==> src/rtl/mem_access_unit.sv <==
// Data-memory initiator for the MEM stage: one load/store at a time, word-aligned memory bus,
// sub-word loads extracted/extended, sub-word stores done as read-modify-write.
module mem_access_unit #(
  parameter int unsigned ADDR_BYTES = 131072,
  parameter bit          RMW_EN     = 1'b1
) (
  input  logic        clk_i,
  input  logic        rst_ni,
  input  logic        req_valid_i,
  output logic        req_ready_o,
  input  logic        req_write_i,
  input  logic [1:0]  req_size_i,
  input  logic        req_signed_i,
  input  logic [31:0] req_addr_i,
  input  logic [31:0] req_wdata_i,
  output logic        resp_valid_o,
  output logic [31:0] resp_rdata_o,
  output logic        resp_err_o,
  output logic        mem_read_o,
  output logic        mem_write_o,
  output logic [31:0] mem_addr_o,
  output logic [31:0] mem_wdata_o,
  input  logic [31:0] mem_rdata_i
);

  typedef enum logic [1:0] {IDLE, RD, WR, RESP} state_e;

  state_e      state_q;
  logic        write_q;
  logic [1:0]  size_q;
  logic        signed_q;
  logic [1:0]  lane_q;
  logic [15:0] wdata_q;
  logic        resp_valid_q;
  logic        resp_err_q;
  logic [31:0] resp_rdata_q;
  logic        mem_read_q;
  logic        mem_write_q;
  logic [31:0] mem_addr_q;
  logic [31:0] mem_wdata_q;

  logic        req_err;
  logic [31:0] load_data;
  logic [31:0] merged;
  logic [7:0]  byte_sel;
  logic [15:0] half_sel;

  // Reject before any memory access so an erroring request never touches the bus.
  always_comb begin
    req_err = 1'b0;
    if (req_size_i == 2'b11) req_err = 1'b1;
    if (req_size_i == 2'b01 && req_addr_i[0]) req_err = 1'b1;
    if (req_size_i == 2'b10 && req_addr_i[1:0] != 2'b00) req_err = 1'b1;
    if (req_addr_i >= 32'(ADDR_BYTES)) req_err = 1'b1;
    if (!RMW_EN && req_write_i && req_size_i != 2'b10) req_err = 1'b1;
  end

  always_comb begin
    byte_sel  = mem_rdata_i[{lane_q, 3'b000} +: 8];
    half_sel  = lane_q[1] ? mem_rdata_i[31:16] : mem_rdata_i[15:0];
    load_data = mem_rdata_i;
    case (size_q)
      2'b00:   load_data = {{24{signed_q & byte_sel[7]}}, byte_sel};
      2'b01:   load_data = {{16{signed_q & half_sel[15]}}, half_sel};
      default: load_data = mem_rdata_i;
    endcase
  end

  // Lane gi of the merged word takes store data only when addressed; otherwise the read word.
  generate
    for (genvar gi = 0; gi < 4; gi++) begin : g_merge
      logic lane_hit;
      assign lane_hit = (size_q == 2'b00) ? (lane_q == 2'(gi)) : (lane_q[1] == 1'(gi >> 1));
      assign merged[8*gi +: 8] = !lane_hit       ? mem_rdata_i[8*gi +: 8] :
                                 (size_q == 2'b00) ? wdata_q[7:0] :
                                 wdata_q[8*(gi % 2) +: 8];
    end
  endgenerate

  always_ff @(posedge clk_i or negedge rst_ni) begin
    if (!rst_ni) begin
      state_q      <= IDLE;
      write_q      <= 1'b0;
      size_q       <= 2'b00;
      signed_q     <= 1'b0;
      lane_q       <= 2'b00;
      wdata_q      <= 16'h0;
      resp_valid_q <= 1'b0;
      resp_err_q   <= 1'b0;
      resp_rdata_q <= 32'h0;
      mem_read_q   <= 1'b0;
      mem_write_q  <= 1'b0;
      mem_addr_q   <= 32'h0;
      mem_wdata_q  <= 32'h0;
    end else begin
      resp_valid_q <= 1'b0;
      case (state_q)
        IDLE: begin
          if (req_valid_i) begin
            write_q  <= req_write_i;
            size_q   <= req_size_i;
            signed_q <= req_signed_i;
            lane_q   <= req_addr_i[1:0];
            wdata_q  <= req_wdata_i[15:0];
            if (req_err) begin
              state_q      <= RESP;
              resp_valid_q <= 1'b1;
              resp_err_q   <= 1'b1;
              resp_rdata_q <= 32'h0;
            end else if (req_write_i && req_size_i == 2'b10) begin
              state_q     <= WR;
              mem_write_q <= 1'b1;
              mem_addr_q  <= {req_addr_i[31:2], 2'b00};
              mem_wdata_q <= req_wdata_i;
            end else begin
              state_q    <= RD;
              mem_read_q <= 1'b1;
              mem_addr_q <= {req_addr_i[31:2], 2'b00};
            end
          end
        end
        RD: begin
          mem_read_q <= 1'b0;
          if (write_q) begin
            state_q     <= WR;
            mem_write_q <= 1'b1;
            mem_wdata_q <= merged;
          end else begin
            state_q      <= RESP;
            resp_valid_q <= 1'b1;
            resp_err_q   <= 1'b0;
            resp_rdata_q <= load_data;
            mem_addr_q   <= 32'h0;
          end
        end
        WR: begin
          state_q      <= RESP;
          mem_write_q  <= 1'b0;
          mem_addr_q   <= 32'h0;
          mem_wdata_q  <= 32'h0;
          resp_valid_q <= 1'b1;
          resp_err_q   <= 1'b0;
          resp_rdata_q <= 32'h0;
        end
        default: state_q <= IDLE;
      endcase
    end
  end

  assign req_ready_o  = rst_ni && (state_q == IDLE);
  assign resp_valid_o = resp_valid_q;
  assign resp_err_o   = resp_err_q;
  assign resp_rdata_o = resp_rdata_q;
  assign mem_read_o   = mem_read_q;
  assign mem_write_o  = mem_write_q;
  assign mem_addr_o   = mem_addr_q;
  assign mem_wdata_o  = mem_wdata_q;

endmodule
==> config.mk <==
export PLATFORM = sky130hd
export DESIGN_NAME = mem_access_unit
export DESIGN_NICKNAME = d
export VERILOG_FILES = /design/src/rtl/mem_access_unit.sv
export SDC_FILE = /design/constraint.sdc
export NUM_CORES = 1
export LEC_CHECK = 0
export CELL_PAD_IN_SITES_DETAIL_PLACEMENT = 0
export CELL_PAD_IN_SITES_GLOBAL_PLACEMENT = 1
export CORE_ASPECT_RATIO = 0.8
export CORE_UTILIZATION = 25
export DETAILED_ROUTE_END_ITERATION = 8
export PLACE_DENSITY = 0.7
export SLEW_MARGIN = 40
export SYNTH_ARGS = -nofsm -noshare
export SYNTH_HDL_FRONTEND = slang
export SYNTH_SLANG_ARGS = --single-unit
==> constraint.sdc <==
create_clock -name clk_i -period 2.6 [get_ports clk_i]
set_input_delay 0.39 -clock clk_i [delete_from_list [all_inputs] [get_ports clk_i]]
set_output_delay 0.39 -clock clk_i [all_outputs]
set_load 0.01 [all_outputs]
== Word level (Yosys, flattened, before mapping) ==
Index checks and enable logic that the tools add are counted.
Word-level totals
  logic and storage cells: 99
  bits of input ports: 103
  output and inout bits: 101
  register bits after elaboration: 124
Operators by class
  equality and inequality tests: 16
  multiplexer cells: 50
  order comparisons: 1
  shifts and indexed selects: 1
  bitwise logic cells: 3
  reductions and logical operators: 15
Operators by type and width (count)
  32-bit two-way mux: 10
  32-bit case mux with 3 select lines: 3
  32-bit case mux with 2 select lines: 1
  8-bit two-way mux: 5
  32-bit by 18-bit greater-or-equal comparator with 1-bit output (second input constant): 1
  32-bit by 6-bit variable part select with 8-bit output: 1
  1-bit two-way mux: 22
  16-bit two-way mux: 1
  2-bit inequality test (second input constant): 7
  4-bit AND reduction: 3
  2-bit == test (second input constant): 5
  1-bit case mux with 3 select lines: 3
  2-bit by 1-bit == test with 1-bit output (second input constant): 4
  2-bit logical NOT: 3
  2-bit two-way mux: 3
  2-bit case mux with 3 select lines: 1
  5-bit AND reduction: 1
  1-bit logical AND: 4
  2-bit nonzero test: 2
  3-bit nonzero test: 1
  1-bit AND: 2
  1-bit case mux with 2 select lines: 1
  2-bit AND reduction: 1
  1-bit NOT: 1

== Longest topological paths before layout ==
Gate-level depths: netlist (run 1).
  word-level depth: 8
  gate-level depth with buffers: 10
  gate-level depth less buffers: 7

== Worst setup path before layout (run 1) ==
Ideal clock, no wire load.
  path kind: register to register
  start: reg state_q[0]
  end: reg mem_wdata_q[22], in the netlist mem_wdata_o[22]
  period minus slack after synthesis: 2312 ps
  setup time: 127 ps
  arrival: 2184 ps
  path slack: 288 ps
  required time: 2473 ps
  cell stages (with the launch flop): 10
  buffers on the path: 3
  path through: dfrtp_1 -> inv_1 -> ha_1 -> buf_2 -> nor2b_1 -> nor3_1 -> and2_1 -> buf_4 -> buf_6 -> mux2_1
Between the ends
  word-level cells in the longest chain between the ends: 3
  elaborated cells on any way between the ends: 10
  classes of those cells: 6 x eq/ne; 1 x mux; 3 x reduce/logical
RTL lines
  start: declaration: RTL line 28  | state_e state_q;
  start signal: assignment: RTL line 82  | state_q <= IDLE;
  start signal: assignment: RTL line 106  | state_q <= RESP;
  start signal: assignment: RTL line 111  | state_q <= WR;
  2-bit by 1-bit == test with 1-bit output (tied with other cells): RTL line 97  | case (state_q)
  2-bit inequality test (no source line) / 3-bit nonzero test (equally long branches)
  5-bit AND reduction (no source line)
  end signal: assignment: RTL line 114  | mem_wdata_q <= req_wdata_i;
  end signal: assignment: RTL line 127  | mem_wdata_q <= merged;
  end: declaration: RTL line 40  | logic [31:0] mem_wdata_q;
Parallel ways exist; a longest one is shown, timed or not.
A chain may end at the register's enable or synchronous reset.

== Final worst setup path (run 1) ==
  start: reg state_q[0]
  end: out req_ready_o
Between the ends
  word-level cells in the longest chain between the ends: 2
RTL lines
  2-bit logical NOT: RTL line 150  | assign req_ready_o = rst_ni && (state_q == IDLE);
  1-bit logical AND: RTL line 150
  end: declaration: RTL line 10  | output logic req_ready_o,
Every way passes these cells.

==> impl_metrics.ini, run 1 <==
[place]
place.gp.congestion = 0.856
hpwl_mm = 16.3
port-buffer-count = 201

[logic_synthesis]
synthCells = 598
mappedNetlistArea_um2 = 6240
synth_cell_types = 45
yosysSeqAreaShare = 0.489
synth-edff-count = 0
synth-main-ff-cell = dfrtp_1
ys_ff_latch = 122
yosys_warnings = 0
synth_area_per_cell_um2 = 10.4
async_reset_ff_frac = 1.00

[pwr]
power_leakage_nw = 3.80
p_per_area_nw_per_um2 = 1360
ir_worst_vdd_mv = 0.515

[critical_path]
cp-end-kind = output port
r2r_setup_slack_ns = 0.44
rr_startpoint = state_q[1]
cp_max_fo = 9
startpoint = state_q[0]
rr_worst_depth = 7
crit_buf_inv = 3
required_ns = 2.21
slowest_delay_ns = 0.54
cpMaxStageDelayCell = clkdlybuf4s50_1
path_cells = inv_1 -> ha_1 -> buf_4 -> and2_1 -> clkdlybuf4s50_1
setup.worst_path.start_class = flip-flop
path_class = flip-flop to output port
cp.arrival_ns = 1.98
r2r-end = mem_wdata_o[3]
crit_family = buffers and inverters

[timing]
finalHoldViolCount = 0
max_freq_ghz = 0.422
holdWs_ns = 0.0572
fin_skew_ns = 0.00652
period_minus_slack_ns = 2.37
finalSetupTns_ns = 0
slew_headroom = 0.535
finalCritPeriodShare = 0.911
slew_viol_final = 0
worst_pin_slew_ns = 0.698
rsz0062_at_grt = no
finalSetupViolCount = 0

[global_routing]
use_met3 = 0.0571
antenna_found_initial = 2
busiest_layer = met1
use_met1 = 0.244
grt.total_usage = 0.171
use_met2 = 0.244
overflow = 0
grt_pass1_wl_mm = 32.1
grt_max_degree = 123
grt_pass1_vias = 5237

[floorplan]
coreArea_um2 = 24400
ios = 204
die-area_um2 = 25600
rows = 51
dieHeight_um = 143
initial_core_util = 0.255
die_width_um = 179

[cells_and_area]
fin_util = 0.382
nets = 908
final_common_cell = clkdlybuf4s50_1
drive_gt1_frac = 0.157
layout_common_cells = clkdlybuf4s50_1, dfrtp_1, a21oi_1
area_growth_pct = 49.6

[drt]
vias = 5349
wl_mm = 21.6
avgViaCountPerCell = 4.72
drt_iter0_drc = 324
ant_nets = 0
first_pass_iters = 7
drc = 0
avgRoutedWirePerCell_um = 19.1

[min_path]
hp-class = input port to async pin

[clock_tree]
cts_tree = yes
clk_pin_slew_ns = 0.06
holdBufCountCts = 0
cts.repair.resized = 0
clkLatencyLatePin_ns = 0.42
cts_num_sinks = 122
cts_buffers = 17
h-tree-depth = 4
clockRootBuffer = clkbuf_16
cts_buffer_depth = 2
postCtsSetupBuffers = 0

[run]
maxCapViolCount = 0

[status]
outcome = completed
-- final cells by class --
cell class                 instances  area (um^2)
sequential                       122         3050
fill                            2462        15100
inverter                           9         33.8
clock inverter                    13          191
antenna                            2         5.00
multi-input combinational        424         2950
timing repair buffer             226         2250
clock buffer                      19          453
tap                              318          398
-- registers in the layout (all words and copies together) (netlist names) --
name and flops:
lane_q 2, mem_addr_o 30, mem_read_o 1, mem_wdata_o 32
mem_write_o 1, resp_err_o 1, resp_rdata_o 32, resp_valid_o 1
signed_q 1, size_q 2, state_q 2, wdata_q 16
write_q 1
-- through the flow --
step / instance area (um^2) / instances / power [mW] / worst slack [ns]
after global placement: 8680 / 1099 / 10.1 / 0.0433
after floorplan: 6240 / 599 / 7.36 / 0.288
after global routing: 9330 / 1132 / 13.6 / 0.0876
after CTS: 9330 / 1131 / 12.9 / 0.197
final: 9330 / 1133 / 12.7 / 0.231
after detailed placement: 8680 / 1099 / 10.2 / 0.00354
-- metal layers --
metal  routed length [um]  part of all wire
met1                10300              0.48
met2                 9550              0.44
met3                 1510             0.070
met4                  258             0.012
met5                    0                 0
-- cell usage after synthesis, types with 2 or more instances --
master,instances,area share
buf_2,8,0.0064
nand2_1,61,0.037
nand2b_1,2,0.0020
buf_6,2,0.0036
o22ai_1,5,0.0050
clkbuf_1,26,0.016
nor4_2,3,0.0060
a31oi_1,12,0.012
nor2_1,16,0.0096
mux2_1,12,0.022
a21o_1,2,0.0024
inv_1,9,0.0054
o221ai_1,3,0.0042
o22a_1,4,0.0056
a21oi_1,69,0.055
nand3_1,2,0.0016
dfrtp_1,122,0.49
a22o_1,3,0.0042
buf_4,4,0.0048
buf_1,3,0.0018
and2_1,5,0.0050
o21ai_0,49,0.039
mux2i_1,27,0.043
nor2b_1,33,0.033
o211ai_1,9,0.011
o2bb2ai_1,17,0.024
ha_1,5,0.010
mux2_2,60,0.11
nor3_1,9,0.0072
-- how the worst max path moves through the flow --
stage	slack, ns	end	cells after the start
3_5_place_dp	0.004	mem_wdata_o[23]	7
3_3_place_gp	0.04	mem_wdata_o[2]	7
6_report	0.23	req_ready_o	5
2_1_floorplan	0.29	mem_wdata_o[22]	9
4_1_cts	0.20	req_ready_o	5
5_1_grt	0.09	req_ready_o	5
-- where the power goes --
group,switching [mW],internal (mW)
registers,0.597,2.81
logic,3.43,3.32
clock network,0.910,1.66
-- logic make-up after synthesis --
group,share of synthesized area
compound gates,0.181
simple gates,0.105
fa+ha+maj,0.0100
flops,0.489
mux,0.173
other cells,0.000601
buf+inv,0.0401
(Power assumes the default switching activity.)
==> run 2, diff against run 1 <==
- PLACE_DENSITY: 0.7 -> 0.61
==> run 2 against run 1 <==
Effect of this change:
- sequential share of layout area about the same
- total power up 1.3%
- cell area up 0.11%
- maximum frequency down 0.28%
- core utilization about the same
- first-iteration DRC count down 23%
- clock skew up 0.0018 ns
- non-clock buffer count down 1
- largest cell class unchanged
- combinational power up 1%
==> impl_metrics.ini, run 2 (same netlist as run 1, synthesis figures left out) <==
[floorplan]
coreArea_um2 = 24400
initial_core_util = 0.255
die-area_um2 = 25600
rows = 51
ios = 204
dieHeight_um = 143
die_width_um = 179

[pwr]
power_leakage_nw = 3.82
p_sw_frac = 0.389
seqPwrFrac = 0.269
power_frac_comb = 0.530
pwr-share-clk = 0.200
ir_worst_vdd_mv = 0.583
intPower_mw = 7.87
power.switching_mw = 5.01
p_per_area_nw_per_um2 = 1380

[global_routing]
grt_max_degree = 123
overflow = 0
grt.total_usage = 0.176
antenna_found_initial = 0
grt_pass1_vias = 5162
grt_pass1_wl_mm = 33.0

[drt]
ant_nets = 0
vias = 5337
avgViaCountPerCell = 4.72
drt_iter0_drc = 249
first_pass_iters = 4
avgRoutedWirePerCell_um = 19.4
drc = 0
wl_mm = 21.9

[timing]
rsz0062_at_grt = no
slew_headroom = 0.466
period_minus_slack_ns = 2.38
max_freq_ghz = 0.421
finalCritPeriodShare = 0.914
finalSetupViolCount = 0
finalHoldViolCount = 0
fin_skew_ns = 0.00828
worst_pin_slew_ns = 0.800
finalSetupTns_ns = 0
setup_ws_ns = 0.225
slew_viol_final = 0

[min_path]
hp-class = input port to async pin

[clock_tree]
cts_buffers = 17
cts.repair.resized = 0
cts_num_sinks = 122
cts_tree = yes
holdBufCountCts = 0
clk_pin_slew_ns = 0.06
h-tree-depth = 4
clkLatencyLatePin_ns = 0.42
cts_buffer_depth = 2
clockRootBuffer = clkbuf_16
postCtsSetupBuffers = 0

[cells_and_area]
final_common_cell = clkdlybuf4s50_1
diodes = 0
nets = 907
drive_gt1_frac = 0.158
nFillCells = 2447
layout_common_cells = clkdlybuf4s50_1, dfrtp_1, a21oi_1
area_growth_pct = 49.7

[critical_path]
cp.arrival_ns = 1.99
startpoint = state_q[0]
rr_startpoint = state_q[1]
setup.worst_path.start_class = flip-flop
cp-end-kind = output port
required_ns = 2.21
cp_max_fo = 9
path_class = flip-flop to output port

[place]
place.gp.congestion = 0.809
hpwl_mm = 16.1
port-buffer-count = 201
dp_slack_ns = 0.0161

[status]
outcome = completed

[run]
maxCapViolCount = 0
-- run 2: cell types whose count changed in the layout (fill, tap and decap cells not counted), moves of 2 or more --
cell | previous run | this run
diode_2 | 2 | 0
clkinvlp_4 | 3 | 1
buf_4 | 22 | 19
buf_12 | 4 | 6
clkinv_4 | 4 | 2
clkinv_2 | 1 | 5
-- run 2: final cells by class --
class | instances | area (um^2) | area share
Clock buffer | 20 | 467 | 0.0500
Clock inverter | 12 | 170 | 0.0182
Inverter | 9 | 33.8 | 0.00362
Multi-Input combinational cell | 424 | 2960 | 0.316
Sequential cell | 122 | 3050 | 0.327
Tap cell | 318 | 398 | 0.0426
Timing Repair Buffer | 225 | 2260 | 0.242
-- run 2: power by group through the flow --
stage	sequential (mW)	clock (mW)	combinational, mW
final	3.47	2.58	6.83
after global routing	3.59	2.75	7.44
after CTS	3.48	2.64	6.92
after detailed placement	3.50	0	6.89
after global placement	3.49	0	6.87
after floorplan	3.57	0	3.79
-- run 2: final timing paths --
path                            cells past startpoint  slack, ns               to
min in group clk_i                                  2       0.47  resp_rdata_o[2]
worst max-delay path                                5       0.22      req_ready_o
worst max register to register                      8       0.42  mem_wdata_o[24]
worst min-delay path                                2       0.05  mem_wdata_o[26]
max in group asynchronous                           2       1.88      wdata_q[15]
worst min register to register                      2       0.47  resp_rdata_o[2]
-- run 2: metrics by stage --
step	cells	hold WS, ns	area [um^2]	total power [mW]	utilization
finish	1130	0.0452	9340	12.9	0.382
global route	1130	0.193	9340	13.8	0.382
CTS	1130	0.187	9340	13.0	0.382
detailed placement	1098	0.469	8710	10.4	0.356
global placement	1098	0.461	8710	10.4	0.356
floorplan	599	0.0944	6240	7.36	-
-- run 2: metal layers --
metal  routed length, um  up-vias  GRT usage  part of all wire
met5                   0        -          0                 0
met4                 261        0     0.0437             0.012
met3                1270       18     0.0397             0.058
met2                9320      158      0.250              0.43
met1               11000     2609      0.265              0.50
li1                    -     2552          -                 -
-- run 2: critical path: stages (launching register included) --
cell and delay (ns):
dfrtp_1 0.42, inv_1 0.12, ha_1 0.17, buf_4 0.17, and2_1 0.13, clkdlybuf4s50_1 0.56
